### config.mk
export PLATFORM = sky130hd
export DESIGN_NAME = hazard_ctrl
export DESIGN_NICKNAME = d
export VERILOG_FILES = /design/src/rtl/hazard_ctrl.sv
export SDC_FILE = /design/constraint.sdc
export NUM_CORES = 1
export LEC_CHECK = 0
export CORE_MARGIN = 3
export CORE_UTILIZATION = 29
export CTS_BUF_LIST = sky130_fd_sc_hd__clkbuf_16
export CTS_CLUSTER_DIAMETER = 30
export DETAILED_ROUTE_END_ITERATION = 10
export PLACE_DENSITY = 0.7
export SLEW_MARGIN = 15
export SYNTH_ARGS = -nofsm -noshare
export SYNTH_HDL_FRONTEND = slang
export SYNTH_SLANG_ARGS = --single-unit
### constraint.sdc
create_clock -name aclk -period 1.2 [get_ports aclk]
set_input_delay 0.12 -clock aclk [delete_from_list [all_inputs] [get_ports aclk]]
set_output_delay 0.12 -clock aclk [all_outputs]
set_load 0.05 [all_outputs]
### src/rtl/hazard_ctrl.sv
// hazard_ctrl: pipeline hazard controller for the 5-stage core.
//
// Sits beside execute and produces three kinds of control:
//   * Operand forwarding selects for decode->execute (combinational).
//   * A load-use stall for fetch/decode (combinational).
//   * A PC redirect to fetch on a taken branch/jump in execute, with a flush of the
//     wrong-path instructions in the IF/ID and ID/EX registers.
//
// Ports
//   aclk, areset          clock, synchronous active-high reset
//   id_rs1/id_rs2         decode-stage source register addresses
//   id_use_rs1/id_use_rs2 decode instruction actually reads that source
//   ex_valid/ex_rd        execute-stage valid and destination
//   ex_load               execute instruction is a load (result not ready yet)
//   ex_fire               execute handshake
//   branch/target         execute: branch/jump taken and its target
//   mm_valid/mm_rd        memory-stage valid and destination
//   wb_valid/wb_rd        writeback-stage valid and destination
//   fwd_rs1/fwd_rs2       operand source: 0 regfile, 1 EX, 2 MM, 3 WB
//   stall                 hold PC and IF/ID, insert a bubble into EX
//   flush                 invalidate IF/ID and ID/EX
//   redirect_valid/pc     new PC offered to fetch
//   redirect_ready        fetch accepted the redirect
//
// FLUSH_CYCLES must be at least 1.
module hazard_ctrl #(
  parameter int unsigned XLEN         = 32,
  parameter int unsigned REG_AW       = 5,
  parameter int unsigned FLUSH_CYCLES = 2
) (
  input  logic              aclk,
  input  logic              areset,
  input  logic [REG_AW-1:0] id_rs1,
  input  logic [REG_AW-1:0] id_rs2,
  input  logic              id_use_rs1,
  input  logic              id_use_rs2,
  input  logic              ex_valid,
  input  logic [REG_AW-1:0] ex_rd,
  input  logic              ex_load,
  input  logic              ex_fire,
  input  logic              branch,
  input  logic [XLEN-1:0]   target,
  input  logic              mm_valid,
  input  logic [REG_AW-1:0] mm_rd,
  input  logic              wb_valid,
  input  logic [REG_AW-1:0] wb_rd,
  output logic [1:0]        fwd_rs1,
  output logic [1:0]        fwd_rs2,
  output logic              stall,
  output logic              flush,
  output logic              redirect_valid,
  output logic [XLEN-1:0]   redirect_pc,
  input  logic              redirect_ready
);

  localparam int unsigned     CntW    = (FLUSH_CYCLES > 1) ? $clog2(FLUSH_CYCLES) : 1;
  // The take cycle itself is the first flush cycle, so FLUSH runs FLUSH_CYCLES cycles
  // starting from FLUSH_CYCLES-1 down to 0.
  localparam logic [CntW-1:0] CntInit = CntW'(FLUSH_CYCLES - 1);

  localparam logic [1:0] SelRf = 2'd0;
  localparam logic [1:0] SelEx = 2'd1;
  localparam logic [1:0] SelMm = 2'd2;
  localparam logic [1:0] SelWb = 2'd3;

  typedef enum logic [0:0] {
    StRun,
    StFlush
  } state_e;

  state_e            state_q, state_d;
  logic [CntW-1:0]   cnt_q, cnt_d;
  logic              rv_q, rv_d;
  logic [XLEN-1:0]   pc_q, pc_d;

  // ---------------------------------------------------------------------------
  // Forwarding
  // ---------------------------------------------------------------------------
  // x0 is hardwired zero, so a write to it must never be bypassed.
  function automatic logic hit(input logic            use_src,
                               input logic [REG_AW-1:0] addr,
                               input logic            stage_valid,
                               input logic [REG_AW-1:0] stage_rd);
    hit = use_src & (addr != '0) & stage_valid & (stage_rd == addr);
  endfunction

  logic ex_hit_rs1, mm_hit_rs1, wb_hit_rs1;
  logic ex_hit_rs2, mm_hit_rs2, wb_hit_rs2;
  logic load_use;

  always_comb begin
    ex_hit_rs1 = hit(id_use_rs1, id_rs1, ex_valid, ex_rd);
    mm_hit_rs1 = hit(id_use_rs1, id_rs1, mm_valid, mm_rd);
    wb_hit_rs1 = hit(id_use_rs1, id_rs1, wb_valid, wb_rd);
    ex_hit_rs2 = hit(id_use_rs2, id_rs2, ex_valid, ex_rd);
    mm_hit_rs2 = hit(id_use_rs2, id_rs2, mm_valid, mm_rd);
    wb_hit_rs2 = hit(id_use_rs2, id_rs2, wb_valid, wb_rd);

    // A load in EX has no data yet: its match is skipped here and the stall covers it.
    if (ex_hit_rs1 && !ex_load) begin
      fwd_rs1 = SelEx;
    end else if (mm_hit_rs1) begin
      fwd_rs1 = SelMm;
    end else if (wb_hit_rs1) begin
      fwd_rs1 = SelWb;
    end else begin
      fwd_rs1 = SelRf;
    end

    if (ex_hit_rs2 && !ex_load) begin
      fwd_rs2 = SelEx;
    end else if (mm_hit_rs2) begin
      fwd_rs2 = SelMm;
    end else if (wb_hit_rs2) begin
      fwd_rs2 = SelWb;
    end else begin
      fwd_rs2 = SelRf;
    end

    load_use = ex_load & (ex_hit_rs1 | ex_hit_rs2);
  end

  // ---------------------------------------------------------------------------
  // Redirect / flush FSM
  // ---------------------------------------------------------------------------
  logic take;

  always_comb begin
    state_d = state_q;
    cnt_d   = cnt_q;
    rv_d    = rv_q;
    pc_d    = pc_q;
    take    = 1'b0;
    stall   = 1'b0;
    flush   = 1'b0;

    case (state_q)
      StRun: begin
        take  = ex_fire & branch;
        // A taken branch squashes the instruction that caused the load-use hazard.
        stall = load_use & ~take;
        flush = take;
        if (take) begin
          pc_d    = target;
          rv_d    = 1'b1;
          cnt_d   = CntInit;
          state_d = StFlush;
        end
      end
      StFlush: begin
        // Everything arriving here is wrong-path: branch/ex_fire are ignored.
        flush = 1'b1;
        if (cnt_q != '0) begin
          cnt_d = cnt_q - CntW'(1);
        end
        if (rv_q && redirect_ready) begin
          rv_d = 1'b0;
        end
        // rv_q low inside FLUSH means the redirect was accepted on an earlier cycle.
        if ((cnt_q == '0) && (!rv_q || redirect_ready)) begin
          state_d = StRun;
        end
      end
      default: begin
        state_d = StRun;
      end
    endcase

    if (areset) begin
      stall = 1'b0;
      flush = 1'b0;
    end
  end

  always_ff @(posedge aclk) begin
    if (areset) begin
      state_q <= StRun;
      cnt_q   <= '0;
      rv_q    <= 1'b0;
      pc_q    <= '0;
    end else begin
      state_q <= state_d;
      cnt_q   <= cnt_d;
      rv_q    <= rv_d;
      pc_q    <= pc_d;
    end
  end

  assign redirect_valid = rv_q;
  assign redirect_pc    = pc_q;

  // ---------------------------------------------------------------------------
  // Protocol checks
  // ---------------------------------------------------------------------------
  a_rv_hold: assert property (@(posedge aclk) disable iff (areset)
    (rv_q && !redirect_ready) |=> rv_q);

  a_pc_stable: assert property (@(posedge aclk) disable iff (areset)
    (rv_q && !redirect_ready) |=> $stable(pc_q));

  a_no_stall_in_flush: assert property (@(posedge aclk) disable iff (areset)
    !(stall && flush));

endmodule

==> metrics <==
Final #Nets approximately 410; WS Path Type primary input to primary output; Worst Path Buf+Inv 3; # clock sinks 35; max cap viols 0; clock-pin slew on the worst setup and hold paths 60 ps; DRT antenna net count 0; actual slew at the worst max-slew pin 318 ps; final setup vio count 5; pre-CTS WS -801 ps; Seq/Total Area, Yosys 42.0%; GPL Wtd Cong a little under 0.8; crit path max-delay cell type or4_4; CP Capture Type primary output; Crit Path Max Fanout 3; Yosys top cell area share a little over two fifths; Hold Path Class primary input to register; unrepaired setup endpoints after global routing true; status finished, violations left; Clk Latency, worst-skew pair about 270 ps; setup_tns -1950 ps; synthesis-to-layout area growth 122%; die footprint between 6000 and 7000 um^2; vias in the first global route just over 2000; clk_skew 7.85 ps; Distinct cells, synth 21; Leak 1.46 nW; first-pass GRT wire length slightly below 10000 um; largest net degree at the start of global routing 30; Layout fillers 421; WL/cell 14.7 um; Die Y just over 80 um; # diodes 0; cell taking the most area after synthesis dfxtp_1; #FFs+latches synth 35; Pins Over Slew Limit 0; fin crit period 1640 ps; DRT Pass-1 Iters 4; dpl cell area roughly 3400 um^2; net count after synthesis 282; Max clock buf depth 2; Overflow after GRT 0; CTS tree done; Synth Instances roughly 210; IO Pins 107; pwr/cell area 965 nW/um^2; initial antenna violation count 0; Starting Density between 30% and 40%; Worst slew margin 78.6%; Core Region approximately 5300 um^2; hold slack roughly 400 ps; final setup margin -438 ps; # DRC 0; HPWL after DPL roughly 4900 um; Routed WL 6120 um; post-route cell area between 3000 and 4000 um^2; Mapped Area about 1700 um^2; CTS root buf clkbuf_16; GRT Util Overall 18.7%; Hold Fails Final Rpt 0; die width about 82 um; Via density between 4 and 5; Port Buffers around 110; CP Launch Type primary input; via count 1953; Synth area leaders dfxtp_1, nand2_1, a21oi_1, xnor2_1, xor2_1; Rows 26; Req. time, crit path ~1100 ps; average size of a mapped cell about 8 um^2; CP arrival about 1500 ps; htree depth 2; Tcrit/Tclk final 136%; cts hold-fix bufs 0; failing checks negative setup slack; f_max 0.611 GHz; Peak VDD IR 1.08 mV; Yosys Warn Count 0; Tot Pwr between 3 and 4 mW; layout cells sized above 1 approximately a third; TritonCTS Buffers 5; delay-heaviest family, CP simple AND/OR/NAND/NOR gates; Crit path largest cell delay ~540 ps; Critical Path, Cell by Cell buf_6 -> or4_4 -> o21ai_4 -> buf_4 -> nor4_4 -> a31o_4 -> buf_12; Starting DRT DRC Count 46
==> metrics by stage <==
stage          util [%]  cells
3_5_place_dp       64.2    404
5_1_grt            69.6    417
6_report           69.6    417
3_3_place_gp       64.2    404
2_1_floorplan         -    214
4_1_cts            69.3    416
==> worst min-delay path, cell delays in order <==
cell,delay (ps)
clkdlybuf4s50_1,390
nand2_1,60
a21oi_1,50
==> where the power goes <==
group          switching, mW  internal (mW)  leakage, nW
logic                  0.524          0.579         1.10
registers             0.0601           1.22        0.286
clock network          0.441          0.755       0.0710
total                   1.02           2.56         1.46
==> cell usage in the layout (no fill, tap or decap), drive strengths merged, types with 3 or more instances in the layout <==
master,count
clkdlybuf4s50,39
buf,79
xnor2,16
nand2,73
dlygate4sd2,15
dfxtp,35
nor4,6
a21oi,36
nor2,3
clkbuf,6
xor2,14
==> kinds of logic after synthesis <==
kind of cell    after synthesis  share of synthesized area [%]
buf+inv                      12                           2.70
simple gates                 92                           23.8
flops                        35                           42.0
compound gates               45                           15.7
xor+xnor                     30                           15.7
==> final timing paths <==
path | start | endpoint | slack, ps | cells past startpoint
max reg2reg | state_q | redirect_pc[11] | 140 | 4
max | id_rs2[0] | fwd_rs2[0] | -440 | 7
min | target[30] | redirect_pc[30] | 400 | 3
min reg2reg | cnt_q | state_q | 480 | 2
==> routing by layer <==
layer  global-route usage (%)  share of wire (%)
met1                     21.0                 39
met2                     32.8                 50
met3                     7.13                 10
met4                     5.32               0.90
met5                        0                  0
==> synth_stat cells <==
cell type / number
inv_1: 1
a311oi_1: 1
nor4_1: 6
nand2b_1: 1
xor2_1: 14
nand4b_1: 2
a31o_1: 2
dfxtp_1: 35
or2_1: 1
nor2_1: 3
a21boi_0: 1
nor3_1: 2
clkbuf_1: 11
a21oi_1: 36
or4_4: 2
o2111a_1: 1
xnor2_1: 16
o211a_1: 2
nand2_1: 73
o21ai_2: 2
nand4_1: 2
==> state kept, by name, summed over array words and instances (netlist names) <==
register        flops
cnt_q               1
redirect_pc        32
redirect_valid      1
state_q             1
==> layout make-up <==
class                      count  area, um^2  area share (%)
clock buffer                   5         125            3.37
clock inverter                 3        16.3           0.438
inverter                       1        3.75           0.101
multi-input combinational    167        1090            29.3
sequential                    35         702            18.9
tap                           70        87.6            2.36
timing repair buffer         136        1690            45.5
==> repair_timing <==
item | in CTS | in global routing
setup endpoints to repair | 6 | 36
setup buffers | 4 | 1
resized for setup | 82 | 12
pin swaps | 24 | 11
No activity file was read; power rests on OpenSTA's default activity.
